`src/rtl/poci_bus_xbar.sv`:
```
// POCI (APB-style) fabric: one master to NSLAVE slaves through an address map, with a
// default slave for unmapped accesses, a wait-state watchdog and error capture.
module poci_bus_xbar #(
  parameter int unsigned            NSLAVE  = 4,
  parameter int unsigned            DATA_W  = 32,
  parameter int unsigned            DEC_LSB = 12,
  parameter logic [NSLAVE*32-1:0]   BASE    = {32'h8000_3000, 32'h8000_2000,
                                               32'h8000_1000, 32'h8000_0000},
  parameter int unsigned            TIMEOUT = 255
) (
  input  logic                     pclk,
  input  logic                     presetn,
  input  logic                     m_psel,
  input  logic                     m_penable,
  input  logic                     m_pwrite,
  input  logic [31:0]              m_paddr,
  input  logic [DATA_W-1:0]        m_pwdata,
  output logic [DATA_W-1:0]        m_prdata,
  output logic                     m_pready,
  output logic                     m_pslverr,
  output logic [NSLAVE-1:0]        s_psel,
  output logic                     s_penable,
  output logic                     s_pwrite,
  output logic [31:0]              s_paddr,
  output logic [DATA_W-1:0]        s_pwdata,
  input  logic [NSLAVE*DATA_W-1:0] s_prdata,
  input  logic [NSLAVE-1:0]        s_pready,
  input  logic [NSLAVE-1:0]        s_pslverr,
  output logic                     err_irq,
  output logic [7:0]               err_cnt,
  output logic [31:0]              err_addr
);

  localparam int unsigned IdxW = (NSLAVE > 1) ? $clog2(NSLAVE) : 1;
  localparam int unsigned TagW = 32 - DEC_LSB;

  typedef enum logic [1:0] {StIdle, StSetup, StAccess} state_e;

  state_e            state_q, state_d, phase;
  logic [IdxW-1:0]   hit_idx, sel_q;
  logic              hit_miss, sel_miss_q;
  logic [7:0]        wait_q;
  logic              timeout, complete, err_evt;
  logic              sel_ready, sel_err;
  logic [DATA_W-1:0] sel_rdata;

  assign s_penable = m_penable;
  assign s_pwrite  = m_pwrite;
  assign s_paddr   = m_paddr;
  assign s_pwdata  = m_pwdata;

  // Descending scan so the lowest matching index is the one left standing.
  always_comb begin
    hit_miss = 1'b1;
    hit_idx  = '0;
    for (int i = NSLAVE - 1; i >= 0; i--) begin
      if (m_paddr[31:DEC_LSB] == BASE[32*i+DEC_LSB +: TagW]) begin
        hit_miss = 1'b0;
        hit_idx  = IdxW'(i);
      end
    end
  end

  // SETUP is decoded straight from the master so the select can assert in that same cycle.
  always_comb begin
    phase = StIdle;
    if (state_q == StAccess) begin
      phase = StAccess;
    end else if (m_psel && !m_penable) begin
      phase = StSetup;
    end
  end

  always_comb begin
    state_d = StIdle;
    if (phase == StSetup) begin
      state_d = StAccess;
    end else if (phase == StAccess && !m_pready) begin
      state_d = StAccess;
    end
  end

  assign sel_ready = s_pready[sel_q];
  assign sel_err   = s_pslverr[sel_q];
  assign sel_rdata = s_prdata[DATA_W*sel_q +: DATA_W];

  assign timeout = (TIMEOUT != 0) && (phase == StAccess) && !sel_miss_q &&
                   (wait_q == 8'(TIMEOUT));

  always_comb begin
    s_psel    = '0;
    m_pready  = 1'b1;
    m_pslverr = 1'b0;
    m_prdata  = '0;
    if (presetn) begin
      if (phase == StSetup) begin
        if (!hit_miss) s_psel[hit_idx] = 1'b1;
      end else if (phase == StAccess) begin
        if (sel_miss_q || timeout) begin
          m_pslverr = 1'b1;
        end else begin
          s_psel[sel_q] = 1'b1;
          m_pready      = sel_ready;
          m_pslverr     = sel_err;
          m_prdata      = sel_rdata;
        end
      end
    end
  end

  assign complete = (phase == StAccess) && m_pready;
  assign err_evt  = complete && m_pslverr;

  always_ff @(posedge pclk or negedge presetn) begin
    if (!presetn) begin
      state_q    <= StIdle;
      sel_q      <= '0;
      sel_miss_q <= 1'b0;
      wait_q     <= '0;
    end else begin
      state_q <= state_d;
      if (phase == StSetup) begin
        sel_q      <= hit_idx;
        sel_miss_q <= hit_miss;
        wait_q     <= '0;
      end else if (phase == StAccess) begin
        if (!sel_miss_q && !sel_ready && !timeout && wait_q != 8'hFF) begin
          wait_q <= wait_q + 8'd1;
        end
      end else begin
        wait_q <= '0;
      end
    end
  end

  always_ff @(posedge pclk or negedge presetn) begin
    if (!presetn) begin
      err_irq  <= 1'b0;
      err_cnt  <= '0;
      err_addr <= '0;
    end else begin
      err_irq <= err_evt;
      if (err_evt) begin
        err_addr <= m_paddr;
        if (err_cnt != 8'hFF) err_cnt <= err_cnt + 8'd1;
      end
    end
  end

endmodule

```
`config.mk`:
```
export PLATFORM = sky130hd
export DESIGN_NAME = poci_bus_xbar
export DESIGN_NICKNAME = d
export VERILOG_FILES = /design/src/rtl/poci_bus_xbar.sv
export SDC_FILE = /design/constraint.sdc
export NUM_CORES = 1
export LEC_CHECK = 0
export ABC_AREA = 1
export CORE_AREA = 2 2 135 137
export DETAILED_ROUTE_END_ITERATION = 6
export DIE_AREA = 0 0 137 139
export SYNTH_ARGS = -nofsm -noshare
export SYNTH_HDL_FRONTEND = slang
export SYNTH_SLANG_ARGS = --single-unit
```
`constraint.sdc`:
```
create_clock -name pclk -period 3.2 [get_ports pclk]
set_input_delay 0.64 -clock pclk [delete_from_list [all_inputs] [get_ports pclk]]
set_output_delay 0.64 -clock pclk [all_outputs]
set_load 0.01 [all_outputs]
```
# Yosys cells after proc, flatten, opt, wreduce, memory -nomap -nowiden
# Index checks and enable logic that the tools add are counted.
# word_totals
register_bits	54
latch_bits	0
ram_bits	0
rom_bits	0
word_cells	83
mem_count	0
# classes
addsub	2
n_mul	0
div	0
magnitude_cmp	4
eq_ne	11
shifts	1
n_mux	40
n_bitwise	0
reduce_logical	18
# ops
operator	n
$mux 32	4
$shiftx 128x8->32	1
$eq 20x20->1 const B	4
$mux 8	3
$mux 4	5
$mux 1	17
$add 8x1->8 const B	2
$ne 8x8->1 const B	2
$mux 2	7
$logic_and 1x1->1	11
$eq 8x8->1 const B	1
$lt 2x3->1 const B	2
$logic_not 1->1	5
$bmux 1 s2	2
$demux 1 s2	2
$eq 2x2->1 const B	2
$ge 2x1->1 const B	2
$ne 3x2->1 const B	1
$eq 2x1->1 const B	1
$reduce_and 2->1	1
$logic_or 1x1->1	1

# Longest topological paths before layout
# Gate-level depths: netlist of run 1.
# depth
word_depth	16
depth_mapped	12
ltp_nobuf	11

# Worst setup path before layout of run 1
# Ideal clock, no wire load.
# synth_path
kind	input-to-output
start	in m_paddr[30]
end	out s_psel[1]
t_arrival_ns	1.530
path_slack_ns	1.030
path_stages	7
cell_sequence	inv_1 > nand2_1 > nor3_1 > nand4_1 > nand2_1 > nand2_1 > nor2_1
# synth_between
elab_chain_cells	12
elab_cells_between_ends	20
# synth_rtl
element	line_no	source
start, declared	16	input logic [31:0] m_paddr,
$eq 20x20->1	57	if (m_paddr[31:DEC_LSB] == BASE[32*i+DEC_LSB +: TagW]) begin
$mux 2 (4 in a row)	57	
$lt 2x3->1 (not written as such) or $ge 2x1->1 (tied branches)	97	if (!hit_miss) s_psel[hit_idx] = 1'b1;
$logic_and 1x1->1 (not written as such)	97	
$mux 1 (not written as such)	97	
$demux 1 s2	97	
$mux 4 (*)	97	
$mux 4 (*)	96	if (phase == StSetup) begin
$mux 4 (*)	95	if (presetn) begin
end, declared	21	output logic [NSLAVE-1:0] s_psel,
# Mark *: on every way between the ends. The rest lies on a longest branch, timed or not.

# Worst setup path after layout of run 1
# layout_path
start	reg wait_q[0]
end	out m_prdata[0]
# layout_between
elab_chain_cells	7
# layout_rtl
element	line_no	source
start, declared	42	logic [7:0] wait_q;
start signal, assigned	128	wait_q <= wait_q + 8'd1;
$eq 8x8->1	88	(wait_q == 8'(TIMEOUT));
$logic_and 1x1->1	87	assign timeout = (TIMEOUT != 0) && (phase == StAccess) && !sel_miss_q &&
$logic_or 1x1->1	99	if (sel_miss_q || timeout) begin
$mux 32	99	
$mux 32	98	end else if (phase == StAccess) begin
$mux 32	96	
$mux 32	95	
end, declared	18	output logic [DATA_W-1:0] m_prdata,
# Every way passes these cells.

==> results of run 1 <==
[synth_stat cells]
cell type  number  area [µm²]
a21oi_1        14       70.07
nand3b_1        5       37.54
nand4_4         1       21.27
dfrtp_1        53        1326
o21ai_2         5       43.79
buf_4          69       518.0
nand4_1        15       93.84
nand2_4         1       11.26
o21ai_1         5       25.02
buf_1           7       26.28
nor3_1          8       40.04
nand2_2         3       18.77
buf_6           5       56.30
xnor2_1         6       52.55
nor2_2          2       12.51
nand2_1       170       638.1
nand3_1        21       105.1
a22oi_1        46       345.3
o21ai_0        10       50.05
nor2_1         16       60.06
inv_1          27       101.4
nor2_4          4       45.04
buf_2           4       20.02
a31oi_1        18       112.6
inv_2           5       18.77
ha_1            2       25.02
xor2_1          6       52.55
clkbuf_1        7       26.28
nand3_2         3       30.03
[logic make-up (layout without fill, tap and decap cells)]
family                   Yosys count  in the layout  share of synthesized area
XOR/XNOR                          12             12                    0.02638
buffers and inverters            124            348                     0.1925
flip-flops                        53             53                     0.3329
AO/OA/AOI/OAI                     98             98                     0.1624
adder cells (fa/ha/maj)            2              2                   0.006280
AND/OR/NAND/NOR                  249            249                     0.2795
[worst max-delay path by stage]
stage                             end  slack (ns)  depth (start not counted)
final                     m_prdata[0]        0.14                         10
after global routing        s_psel[2]      0.0003                          9
after CTS                   s_psel[3]        0.02                          9
after detailed placement    s_psel[1]       -0.06                          9
after global placement      s_psel[0]       -0.04                         10
after floorplan             s_psel[1]        1.03                          7
[power by group through the flow]
stage                     registers [mW]  logic (mW)  clock network [mW]
final                              0.953        1.09               0.535
after global routing               0.980        1.18               0.582
after CTS                          0.955        1.11               0.561
after detailed placement           0.964        1.11                   0
after global placement             0.960        1.10                   0
after floorplan                     1.04       0.357                   0
[area by class of cell]
cell class                 instances  area [µm²]  share of cell area
timing repair buffer             309        3070              0.4490
multi-input combinational        361        1896              0.2772
sequential                        53        1326              0.1939
tap                              229       286.5             0.04190
clock buffer                       6       128.9             0.01884
inverter                          32       122.6             0.01793
clock inverter                     1       8.758            0.001281
[state kept, by name, summed over array words and instances, names as in the netlist]
signal      cells
err_addr       32
err_irq         1
sel_q           2
state_q         1
sel_miss_q      1
err_cnt         8
wait_q          8
[critical path, delay by kind of cell, from the launching register on]
family          cells  cell delay [ns]
simple gates        4             0.33
compound gates      1             0.17
buf+inv             4             0.96
flops               1             0.41
fa+ha+maj           1             0.23
[per-layer routing]
metal  vias up  global-route usage  part of all wire
li1       2193                   -                 -
met1      2046              0.2154              0.44
met2       131              0.2618              0.48
met3        15             0.03034             0.068
met4         0             0.03364             0.011
met5         -                   0                 0
[placed cells by master, fill, tap and decap left out, types with 6 or more instances in the layout]
| cell type | instances |
|---|---|
| a21oi_1 | 14 |
| a22oi_1 | 46 |
| a31oi_1 | 18 |
| buf_4 | 23 |
| clkdlybuf4s50_1 | 275 |
| dfrtp_1 | 53 |
| inv_1 | 27 |
| nand2_1 | 170 |
| nand3_1 | 21 |
| nand4_1 | 15 |
| nor2_1 | 16 |
| nor3_1 | 7 |
| o21ai_0 | 10 |
| xnor2_1 | 6 |
| xor2_1 | 6 |
[metrics by stage]
step                cell area [µm²]   TNS, ns  worst slack (ns)
floorplan                      3984         0             1.030
global placement               6684  -0.08514          -0.04366
detailed placement             6684   -0.1094          -0.06451
CTS                            6819         0           0.02045
global route                   6839         0         0.0002751
finish                         6839         0            0.1408
==> results by group, run 1 <==
Status
  • Run status: finished clean

Critical path
  • R2R Setup Slk: 1.00 ns
  • Max stage delay on crit path: about 0.57 ns
  • Worst reg-to-reg path cell count: 10
  • CP Cell Sequence: ha_1, inv_1, nor2_4, nand3_2, nand2_2, inv_2, nand2_1, buf_12, a31oi_1, clkdlybuf4s50_1
  • RR Startpoint: sel_q[1]
  • Critical path arrival: about 2.4 ns
  • Crit path from: wait_q[0]
  • Worst Setup End Kind: primary output
  • Crit path kind: reg2out
  • R2R Path End: err_addr[17]
  • CP max FO: 32
  • Critical Path RT: about 2.6 ns
  • Slowest-stage cell, CP: clkdlybuf4s50_1
  • CP startpoint kind: flip-flop

Clock tree
  • Hold_buf cts: 0
  • H-tree levels: 2
  • CTS clk-pin slew, worst paths: around 0.070 ns
  • Clk sinks: 53
  • Resize count post-CTS: 2
  • CTS tree: done
  • Max Buffers Root-to-Sink: 2
  • Num CTS Buffers: 5
  • # Post-CTS Setup Buffers: 0
  • Clk Tree Root Cell: clkbuf_16
  • Later-pin clock latency in the skew report: roughly 0.30 ns

Pwr
  • Leak: about 3 nW
  • Peak supply drop: approximately 0.00027 V
  • Combinational Power Share: 0.424
  • Switching part of the total: 0.3091
  • Clock Power Share: 0.207
  • Power per cell area: about 380 mW/mm²
  • Power, Total: 2.582 mW
  • Sequential power share: 0.369
  • Int Power: approximately 1.8 mW
  • Psw: ~0.8 mW

Placement
  • HPWL Detailed: between 10000 and 15000 µm
  • Placer Congestion: 0.7823
  • I/O Buffers: approximately 280
  • Cells after DPL: around 980

Route
  • DRC Markers: 0
  • Post-detailed-route count of antenna-violating nets: 0
  • Vias per cell: about 4.4
  • Final WL: about 16000 µm
  • 1st-iter DRT viols: around 210
  • DR pass1 iterations: 4
  • Drt wl/cell: 15.86 µm
  • Total number of vias: around 4400

Final layout
  • Fill count: roughly 1800
  • Finished Layout Cells: between 900 and 1000
  • Final Core Density: 0.3873
  • Share of cells above drive strength 1: 0.07612
  • Ant diodes: 0
  • Final nets: 969
  • Area growth syn-to-layout: 71.67%

Timing
  • Setup violations, final: 0
  • Max Transition Viols Final: 0
  • Final hold slack: about 0.48 ns
  • Skew final: between 0.009 and 0.01 ns
  • Max-slew headroom: 0.5511
  • Fin crit period: just over 3 ns
  • Final period utilization: 0.9560
  • Max frequency: 326.9 MHz
  • RSZ-0062 raised after global routing: false
  • Worst Tran Pin Value: between 0.6 and 0.7 ns
  • Final hold violation count: 0

Worst hold path
  • Hold path start: err_addr[28]
  • Hold crit path type: reg2reg
  • Worst Hold Depth: 2
  • WHS Endpoint: err_addr[28]

Global routing
  • Global-route wire length before repair: approximately 24000 µm
  • Initial antenna violation count: 0
  • Grt ovf: 0
  • Total GRT Usage: 0.1590
  • Vias in the first global route: 4229
  • Largest net degree at the start of global routing: 54

Floorplanning
  • Die Y: around 140 µm
  • Num ports: 350
  • Starting density of the core: 0.2256
  • Die width: approximately 140 µm
  • Placement row count: 49
  • Core area: ~0.018 mm²
  • Die ar.: about 0.019 mm²

Synth
  • Synth Instances: between 500 and 600
  • Distinct cells, synth: 29
  • Yosys reg bits: 53
  • Ys Warns: 0
  • Syn avg cell area: approximately 7.4 µm²
  • Mapped Area: roughly 0.004 mm²
  • Sequential area share after synthesis: 0.3329
  • Mapped Nets: 745

Run
  • Total of max-cap violations: 0
No activity file was read; power rests on OpenSTA's default activity.
==> inputs of run 2 (changes only) <==
TNS_END_PERCENT = 10   (was default)
==> results by group, run 2 (synthesis gave the netlist of run 1 again) <==
Critical path
  • RR Startpoint: sel_q[1]
  • CP startpoint kind: flip-flop
  • R2R Setup Slk: 0.94 ns (-0.06 ns)
  • Critical Path RT: 2.56 ns (about the same)
  • Critical path arrival: 2.42 ns (about the same)
  • Worst Setup End Kind: primary output
  • Worst reg-to-reg path cell count: 10 (unchanged)
  • Crit path kind: reg2out
  • R2R Path End: err_addr[17]
  • CP max FO: 32 (unchanged)

Floorplanning
  • Die Y: 139 µm (unchanged)
  • Placement row count: 49 (unchanged)
  • Die width: 137 µm (unchanged)
  • Starting density of the core: 0.2256 (unchanged)
  • Core area: 0.01766 mm² (unchanged)
  • Die ar.: 0.01904 mm² (unchanged)
  • Num ports: 350 (unchanged)

Final layout
  • Max reg flops: 32 (unchanged)
  • Final nets: 969 (unchanged)
  • Ant diodes: 0 (unchanged)
  • Area growth syn-to-layout: 71.61% (about the same)
  • Reg with most FFs: err_addr
  • Most frequent cells in the layout: 275 x clkdlybuf4s50_1, 170 x nand2_1, 53 x dfrtp_1
  • Share of cells above drive strength 1: 0.07612 (unchanged)
  • Biggest regs: err_addr: 32 flops, err_cnt: 8 flops, wait_q: 8 flops
  • Commonest non-fill, non-tap cell in the layout: clkdlybuf4s50_1

Clock tree
  • CTS tree: done
  • Later-pin clock latency in the skew report: 0.30 ns (about the same)
  • Max Buffers Root-to-Sink: 2 (unchanged)
  • Num CTS Buffers: 5 (unchanged)
  • H-tree levels: 2 (unchanged)
  • Hold_buf cts: 0 (unchanged)
  • Clk Tree Root Cell: clkbuf_16
  • # Post-CTS Setup Buffers: 0 (unchanged)
  • CTS clk-pin slew, worst paths: 0.07 ns (about the same)
  • Clk sinks: 53 (unchanged)

Timing
  • RSZ-0062 raised after global routing: true
  • Max-slew headroom: 0.5511 (unchanged)
  • Final hold violation count: 0 (unchanged)
  • Final hold slack: 0.4793 ns (unchanged)
  • Final period utilization: 0.9560 (unchanged)
  • Worst Tran Pin Value: 0.6734 ns (unchanged)
  • Max frequency: 326.9 MHz (unchanged)
  • Fin crit period: 3.059 ns (unchanged)
  • Skew final: 0.009315 ns (unchanged)
  • Max Transition Viols Final: 0 (unchanged)
  • Setup TNS: 0 ns (unchanged)
  • Setup violations, final: 0 (unchanged)

Route
  • DRC Markers: 0 (unchanged)
  • DR pass1 iterations: 4 (unchanged)
  • Drt wl/cell: 15.86 µm (unchanged)
  • Final WL: 15720 µm (unchanged)
  • Vias per cell: 4.425 (unchanged)
  • 1st-iter DRT viols: 205 (unchanged)
  • Post-detailed-route count of antenna-violating nets: 0 (unchanged)
  • Total number of vias: 4385 (unchanged)

Global routing
  • Total GRT Usage: 0.1590 (unchanged)
  • Initial antenna violation count: 0 (unchanged)
  • Grt ovf: 0 (unchanged)
  • Global-route wire length before repair: 23530 µm (unchanged)
  • Largest net degree at the start of global routing: 54 (unchanged)
  • Vias in the first global route: 4229 (unchanged)

Pwr
  • Leak: 2.989 nW (about the same)
  • Power per cell area: 377.7 mW/mm² (about the same)
  • Peak supply drop: 0.0002703 V (about the same)

Worst hold path
  • Hold crit path type: reg2reg
  • Worst Hold Depth: 2 (unchanged)
  • WHS Endpoint: err_addr[28]
  • Hold path start: err_addr[28]

Placement
  • I/O Buffers: 283 (unchanged)
  • HPWL Detailed: 12650 µm (unchanged)
  • Placer Congestion: 0.7823 (unchanged)

Status
  • Run status: finished clean

Run
  • Total of max-cap violations: 0 (unchanged)
[run 2: cell counts in the layout (fill, tap and decap cells not counted)]
Identical to the previous run, type by type.
[run 2: power breakdown]
part           switching [mW]  internal, mW
Clock                   0.247         0.288
Combinational           0.440         0.654
Sequential              0.111         0.842
[run 2: layer usage]
layer	wire, µm	global-route usage
met3	1068	0.03034
met4	179	0.03364
met2	7611	0.2618
met1	6856	0.2154
met5	0	0
[run 2: how the worst max path moves through the flow]
stage                            from           to  slack (ns)
final                       wait_q[0]  m_prdata[0]        0.14
after global routing         sel_q[1]     m_pready       -0.05
after global placement    m_paddr[16]    s_psel[0]       -0.04
after CTS                 m_paddr[12]    s_psel[3]        0.02
after detailed placement  m_paddr[24]    s_psel[1]       -0.06
after floorplan           m_paddr[30]    s_psel[1]        1.03
[run 2: worst max-delay path, stage by stage (launching register included)]
cell and delay [ns]:
dfrtp_1 0.41, ha_1 0.23, inv_1 0.11, nor2_4 0.06, nand3_2 0.09, nand2_2 0.09, inv_2 0.10, nand2_1 0.09
buf_12 0.18, a31oi_1 0.17, clkdlybuf4s50_1 0.57
[run 2: final cells by class]
type,instances,area [µm²]
clock inverters,1,8.758
inverters,32,120.1
flip-flops and latches,53,1326
fillers,1825,10820
repair buffers,309,3070
clock buffers,6,128.9
multi-input cells,361,1896
well taps,229,286.5
[run 2: repair_timing]
action / CTS / global route
endpoints found under the setup margin: 2 / 7
resized for setup: 2 / 6
cloned: 0 / 0
[run 2: stage by stage]
stage	setup WS, ns	util	instances	instance area (µm²)	total power [mW]
2_1_floorplan	1.030	-	538	3984	1.393
3_5_place_dp	-0.06451	0.3785	984	6684	2.074
5_1_grt	-0.05296	0.3872	991	6837	2.746
3_3_place_gp	-0.04366	0.3785	984	6684	2.062
4_1_cts	0.02045	0.3862	991	6819	2.628
6_report	0.1408	0.3872	991	6837	2.582
==> inputs of run 3 (changes only) <==
GPL_ROUTABILITY_DRIVEN = 0   (was default)
==> results of run 3 <==
Final layout, timing and power as in run 2 (identical DEF).
